<file path="config.mk">
export PLATFORM = sky130hd
export DESIGN_NAME = bounce_box_gen_flat
export DESIGN_NICKNAME = d
export VERILOG_FILES = /design/src/rtl/bounce_box_gen_if.sv /design/src/rtl/bounce_box_gen.sv /design/src/flat_wrapper.sv
export SDC_FILE = /design/constraint.sdc
export NUM_CORES = 1
export LEC_CHECK = 0
export CORE_MARGIN = 2
export CORE_UTILIZATION = 63
export DETAILED_ROUTE_END_ITERATION = 7
export GPL_ROUTABILITY_DRIVEN = 0
export HOLD_SLACK_MARGIN = 0.03
export PLACE_DENSITY_LB_ADDON = 0.3
export SETUP_SLACK_MARGIN = 0.05
export SLEW_MARGIN = 20
export SYNTH_ARGS = -nofsm -noshare
export SYNTH_HDL_FRONTEND = slang
export SYNTH_SLANG_ARGS = --single-unit
export TNS_END_PERCENT = 5
</file>
<file path="constraint.sdc">
create_clock -name clk -period 5.1 [get_ports clk]
set_input_delay 1.02 -clock clk [delete_from_list [all_inputs] [get_ports clk]]
set_output_delay 1.02 -clock clk [all_outputs]
set_load 0.01 [all_outputs]
</file>
<file path="src/rtl/bounce_box_gen_if.sv">
// Pixel-position / colour bus between the sync stage and the bounce box sprite generator.
`timescale 1ns/1ps
interface bounce_box_gen_if #(
  parameter int CD = 12
);
  logic [10:0]   x;
  logic [10:0]   y;
  logic [1:0]    speed;
  logic [CD-1:0] box_rgb;
  logic          frame_tick;

  modport master (output x, y, speed, input box_rgb, frame_tick);
  modport slave  (input x, y, speed, output box_rgb, frame_tick);
endinterface

</file>
<file path="src/rtl/bounce_box_gen.sv">
// Bouncing square sprite: moves once per frame, reflects off screen edges, draws a registered pixel.
// Optional sprite colour cycling on each bounce is enabled by defining BOUNCE_BOX_COLOR_CYCLE_EN.
`timescale 1ns/1ps
module bounce_box_gen #(
  parameter int            CD       = 12,
  parameter int            H_ACTIVE = 640,
  parameter int            V_ACTIVE = 480,
  parameter int            BOX_SIZE = 32,
  parameter logic [CD-1:0] FG_RGB   = 12'hF00,
  parameter logic [CD-1:0] BG_RGB   = 12'h00F
) (
  input  logic       clk,
  input  logic       reset,
  bounce_box_gen_if.slave bus
);

  localparam logic [10:0] X_MAX = 11'(H_ACTIVE - BOX_SIZE);
  localparam logic [10:0] Y_MAX = 11'(V_ACTIVE - BOX_SIZE);
  localparam logic [11:0] HA    = 12'(H_ACTIVE);
  localparam logic [11:0] VA    = 12'(V_ACTIVE);
  localparam logic [11:0] BOX   = 12'(BOX_SIZE);

  typedef struct packed {
    logic [10:0] pos;
    logic        dir;
    logic        hit;
  } axis_t;

  logic [10:0] box_x, box_y;
  logic        dir_x, dir_y;
  logic        tick;
  logic [10:0] step;
  axis_t       nx, ny;
  logic        in_active, in_box;
  logic [CD-1:0] sprite_rgb, pix_rgb;

  // One axis of motion: clamp to the wall and reverse on contact; a zero step freezes everything.
  function automatic axis_t axis_next(input logic [10:0] pos, input logic dir,
                                      input logic [10:0] stp, input logic [10:0] lim);
    axis_t r;
    r.pos = pos;
    r.dir = dir;
    r.hit = 1'b0;
    if (stp != '0) begin
      if (dir) begin
        if (({1'b0, pos} + {1'b0, stp}) >= {1'b0, lim}) begin
          r.pos = lim;
          r.dir = 1'b0;
          r.hit = 1'b1;
        end else begin
          r.pos = pos + stp;
        end
      end else if (pos <= stp) begin
        r.pos = '0;
        r.dir = 1'b1;
        r.hit = 1'b1;
      end else begin
        r.pos = pos - stp;
      end
    end
    return r;
  endfunction

  always_comb begin
    tick = (bus.x == '0) && (bus.y == 11'(V_ACTIVE));
    step = {9'b0, bus.speed};
    nx   = axis_next(box_x, dir_x, step, X_MAX);
    ny   = axis_next(box_y, dir_y, step, Y_MAX);
  end

`ifdef BOUNCE_BOX_COLOR_CYCLE_EN
  logic [1:0] color_idx;

  always_comb begin
    sprite_rgb = FG_RGB;
    case (color_idx)
      2'd0: sprite_rgb = FG_RGB;
      2'd1: sprite_rgb = CD'(12'h0F0);
      2'd2: sprite_rgb = CD'(12'hFF0);
      2'd3: sprite_rgb = CD'(12'hFFF);
      default: sprite_rgb = FG_RGB;
    endcase
  end

  // A corner hit flips both axes but advances the colour only once.
  always_ff @(posedge clk or posedge reset) begin
    if (reset)
      color_idx <= '0;
    else if (tick && (nx.hit || ny.hit))
      color_idx <= color_idx + 2'd1;
  end
`else
  always_comb sprite_rgb = FG_RGB;
`endif

  // Pixel test uses the pre-update position, so the tick cycle still draws the old frame.
  always_comb begin
    in_active = ({1'b0, bus.x} < HA) && ({1'b0, bus.y} < VA);
    in_box    = ({1'b0, bus.x} >= {1'b0, box_x}) && ({1'b0, bus.x} < ({1'b0, box_x} + BOX)) &&
                ({1'b0, bus.y} >= {1'b0, box_y}) && ({1'b0, bus.y} < ({1'b0, box_y} + BOX));
    pix_rgb   = BG_RGB;
    if (!in_active)
      pix_rgb = '0;
    else if (in_box)
      pix_rgb = sprite_rgb;
  end

  always_ff @(posedge clk or posedge reset) begin
    if (reset) begin
      bus.box_rgb    <= '0;
      bus.frame_tick <= 1'b0;
      box_x          <= '0;
      box_y          <= '0;
      dir_x          <= 1'b1;
      dir_y          <= 1'b1;
    end else begin
      bus.box_rgb    <= pix_rgb;
      bus.frame_tick <= tick;
      if (tick) begin
        box_x <= nx.pos;
        dir_x <= nx.dir;
        box_y <= ny.pos;
        dir_y <= ny.dir;
      end
    end
  end

endmodule

</file>
<file path="src/flat_wrapper.sv">
// flat-port wrapper written by rule: the top's interface ports become plain ports
module bounce_box_gen_flat 
#(
  parameter int            CD       = 12,
  parameter int            H_ACTIVE = 640,
  parameter int            V_ACTIVE = 480,
  parameter int            BOX_SIZE = 32,
  parameter logic [CD-1:0] FG_RGB   = 12'hF00,
  parameter logic [CD-1:0] BG_RGB   = 12'h00F
)
  (clk, reset, bus_x, bus_y, bus_speed, bus_box_rgb, bus_frame_tick);
  bounce_box_gen_if #(.CD(CD)) bus_i ();
  input  logic clk;
  input  logic reset;
  input wire logic [$bits(bus_i.x)-1:0] bus_x;
  input wire logic [$bits(bus_i.y)-1:0] bus_y;
  input wire logic [$bits(bus_i.speed)-1:0] bus_speed;
  output wire logic [$bits(bus_i.box_rgb)-1:0] bus_box_rgb;
  output wire logic [$bits(bus_i.frame_tick)-1:0] bus_frame_tick;
  assign bus_i.x = bus_x;
  assign bus_i.y = bus_y;
  assign bus_i.speed = bus_speed;
  assign bus_box_rgb = bus_i.box_rgb;
  assign bus_frame_tick = bus_i.frame_tick;
  bounce_box_gen #(.CD(CD), .H_ACTIVE(H_ACTIVE), .V_ACTIVE(V_ACTIVE), .BOX_SIZE(BOX_SIZE), .FG_RGB(FG_RGB), .BG_RGB(BG_RGB)) u_core (.clk(clk), .reset(reset), .bus(bus_i));
endmodule
</file>
==> summary.md <==
| Metric | Value |
|---|---|
| Clock sink total | `27` |
| Worst skew pair latency | `0.29 ns` |
| Busiest grt layer | `met2` |
| Synth unique cells | `72` |
| Flops & latches, synth | `27` |
| Total gr overflow | `0` |
| Row count | `27` |
| Net Switching | `0.000127 W` |
| Yosys Warn Count | `0` |
| Port bufs | `34` |
| Final TNS setup | `0 ns` |
| Clk pin slew, worst setup/hold paths | `0.11 ns` |
| WP data arrival | `4.15 ns` |
| Die Height | `79.1 um` |
| Most used cell, CP | `o31ai_1` |
| RSZ-0062 raised after global routing | `no` |
| Fin area | `0.00385 mm^2` |
| H-tree depth | `1` |
| Element type at the critical path start | `primary input` |
| Critical path, cell by cell | `clkdlybuf4s50_1 -> inv_1 -> fa_1 -> nand4b_2 -> o31ai_1 -> o311ai_0 -> a211oi_2 -> o21ai_2 -> o31ai_1` |
| Post-CTS Repair Setup Buffers | `0` |
| Switching Share | `28.7%` |
| Post-layout util | `70.4%` |
| Core Area | `0.00547 mm^2` |
| Slowest CP cell | `clkdlybuf4s50_1` |
| Placed insts | `509` |
| Starting Density | `64.9%` |
| Initial antenna violation count | `0` |
| Met3 global-route usage | `5.45%` |
| Non-filler cells, final | `513` |
| WP buf/inv | `2` |
| Gate Count Post-Synth | `432` |
| DRC violations left | `0` |
| Drt pass-1 iters | `5` |
| Main synth FF type | `dfrtp_1` |
| Resize count post-CTS | `0` |
| Share of total power in sequential cells | `48.5%` |
| Synthesized area | `0.00355 mm^2` |
| Worst EP required | `5.30 ns` |
| Final HPWL DP | `7.21 mm` |
| Area post-placement | `0.00380 mm^2` |
| Internal power | `0.000315 W` |
| Critical path's top delay family | `compound AO/OA/AOI/OAI gates` |
| PwrDens | `115 mW/mm^2` |
| Via count | `3484` |
| ANT nets after route | `0` |
| Final Hold Vio Count | `0` |
| Chip width | `79.1 um` |
| Maxcap violations | `0` |
| Met1 Usage GRT | `45.8%` |
| Io pins | `39` |
| Most frequent cells in the layout | `ha_1 (46), inv_1 (42), clkdlybuf4s50_1 (34)` |
| Num CTS Buffers | `3` |
| Leak pwr | `1.54 nW` |
| Post-synth EDFFs | `0` |
| All-Layer GR Usage | `31.4%` |
| Post-Syn Area per Cell | `8.22 um^2` |
| Routed wire length | `9.32 mm` |
| Crit end category | `flip-flop` |
| Maximum vdd drop | `0.0824 mV` |
| Inserted Diodes | `0` |
| Max transition margin | `44.7%` |
| Measured slew at the worst slew-check pin | `0.830 ns` |
| Wire per inst | `18.2 um` |
| CP Class | `in2reg` |
| Final Cycle Share | `77.4%` |
| Share of cells above drive strength 1 | `5.90%` |
| Power share of the combinational group | `20.7%` |
| Vias in the first global route | `3209` |
| Clock power frac | `30.8%` |
| Fmax | `253 MHz` |
| Largest net degree at the start of global routing | `28` |
| Max-slew violation count | `0` |
| Clock root buffer | `clkbuf_8` |
| DRT iter0 DRCs | `315` |
| FFs w/ async S/R, synth | `100%` |
| Setup Viol. Count Final | `0` |
| CTS Hold Bufs | `0` |
| Status | `finished, final reports clean` |
| Crit-path max FO | `8` |
| Grt met2 use | `48.3%` |
| Longest Clk Path Bufs | `2` |
| Skew final | `0.00320 ns` |
| CTS tree | `done` |
| Minimum clock period | `3.95 ns` |
| Slowest stage delay, CP | `0.53 ns` |
| Synth-to-Final Area Change | `8.42%` |
| Via density | `6.79` |
| Seq/Total Area, Yosys | `19.1%` |
| Global-route wire length before repair | `15.7 mm` |
| Worst hold path class | `reg2reg` |
| Die area | `0.00626 mm^2` |
| Commonest non-fill, non-tap cell in the layout | `ha_1` |
| Net count reported at finish | `518` |
-- metrics by stage --
stage / power (W) / hold slack, ns / worst slack, ns
2_1_floorplan: 0.000272 / 0.495 / 1.89
5_1_grt: 0.000464 / 0.668 / 0.916
4_1_cts: 0.000446 / 0.619 / 1.24
3_5_place_dp: 0.000310 / 0.593 / 0.930
6_report: 0.000443 / 0.626 / 1.15
3_3_place_gp: 0.000306 / 0.572 / 1.16
-- routing by layer --
metal,vias to the layer above,wire (um)
li1,1615,-
met1,1623,4110
met2,223,3990
met3,23,1040
met4,0,180
met5,-,0
-- area by class of cell --
type,instances,area [um^2]
multi-input cells,333,2530
fillers,450,1620
flip-flops and latches,27,678
repair buffers,34,340
inverters,43,161
well taps,72,90.1
clock buffers,3,41.3
clock inverters,1,7.51
-- state kept, by name, indices dropped and copies added (netlist names) --
name                   cells
u_core.box_x              11
u_core.dir_y               1
u_core.bus.frame_tick      1
u_core.dir_x               1
u_core.bus.box_rgb         2
u_core.box_y              11
-- worst register-to-register path, cell delays in order (launching register included) --
cell	delay, ns
dfrtp_1	0.45
ha_1	0.20
inv_1	0.06
fa_1	0.41
nand4b_2	0.36
o31ai_1	0.36
o311ai_0	0.25
a211oi_2	0.53
o21ai_2	0.19
o31ai_1	0.22
-- final timing paths --
| path | endpoint | cells past startpoint | startpoint | slack [ns] |
|---|---|---|---|---|
| min reg2reg | u_core.box_y[10] | 2 | u_core.box_y[10] | 0.63 |
| max reg2reg | u_core.box_x[1] | 9 | u_core.box_x[0] | 2.00 |
| max | u_core.box_x[1] | 9 | bus_speed[1] | 1.15 |
| min in group asynchronous | u_core.box_y[2] | 2 | reset | 1.10 |
| max in group asynchronous | u_core.bus.box_rgb[3] | 2 | reset | 3.61 |
| min | u_core.box_y[10] | 2 | u_core.box_y[10] | 0.63 |
-- power groups by stage --
stage	logic (W)	registers (W)	clock network (W)
2_1_floorplan	0.0000530	0.000219	0
3_3_place_gp	0.0000877	0.000219	0
3_5_place_dp	0.0000908	0.000219	0
4_1_cts	0.0000915	0.000215	0.000140
5_1_grt	0.000102	0.000215	0.000147
6_report	0.0000916	0.000215	0.000136
-- logic make-up (layout without fill, tap and decap cells) --
family                     count (synthesis)  count (layout)  synth area share (%)
and+or+nand+nor                          134             134                  22.2
adders and majority gates                 50              50                  18.5
other                                      1               4                 0.106
muxes                                      2               2                 0.599
DFF                                       27              27                  19.1
xor gates and xnor gates                  16              16                  3.94
AOI/OAI and AO/OA                        127             127                  25.7
buffers and inverters                     75              81                  9.93
-- cells in the mapped netlist, drive strengths merged, types with 4 or more instances --
master | number | area [um^2]
buf | 23 | 158
o31ai | 7 | 52.6
inv | 43 | 161
nor4 | 8 | 71.3
a211oi | 9 | 72.6
o21ai | 24 | 124
and3 | 10 | 62.6
ha | 46 | 576
nor3 | 22 | 120
fa | 4 | 80.1
a31oi | 6 | 37.5
nor2b | 9 | 56.3
o211ai | 10 | 75.1
o21a | 5 | 37.5
clkbuf | 9 | 33.8
nand3 | 13 | 70.1
dfrtp | 25 | 626
a22oi | 6 | 45.0
nand2 | 19 | 71.3
nand4 | 11 | 68.8
or3 | 4 | 25.0
nor2 | 19 | 73.8
or4 | 4 | 33.8
xnor2 | 16 | 140
a21oi | 26 | 130
Note: power is estimated with default switching activity, not from simulation.
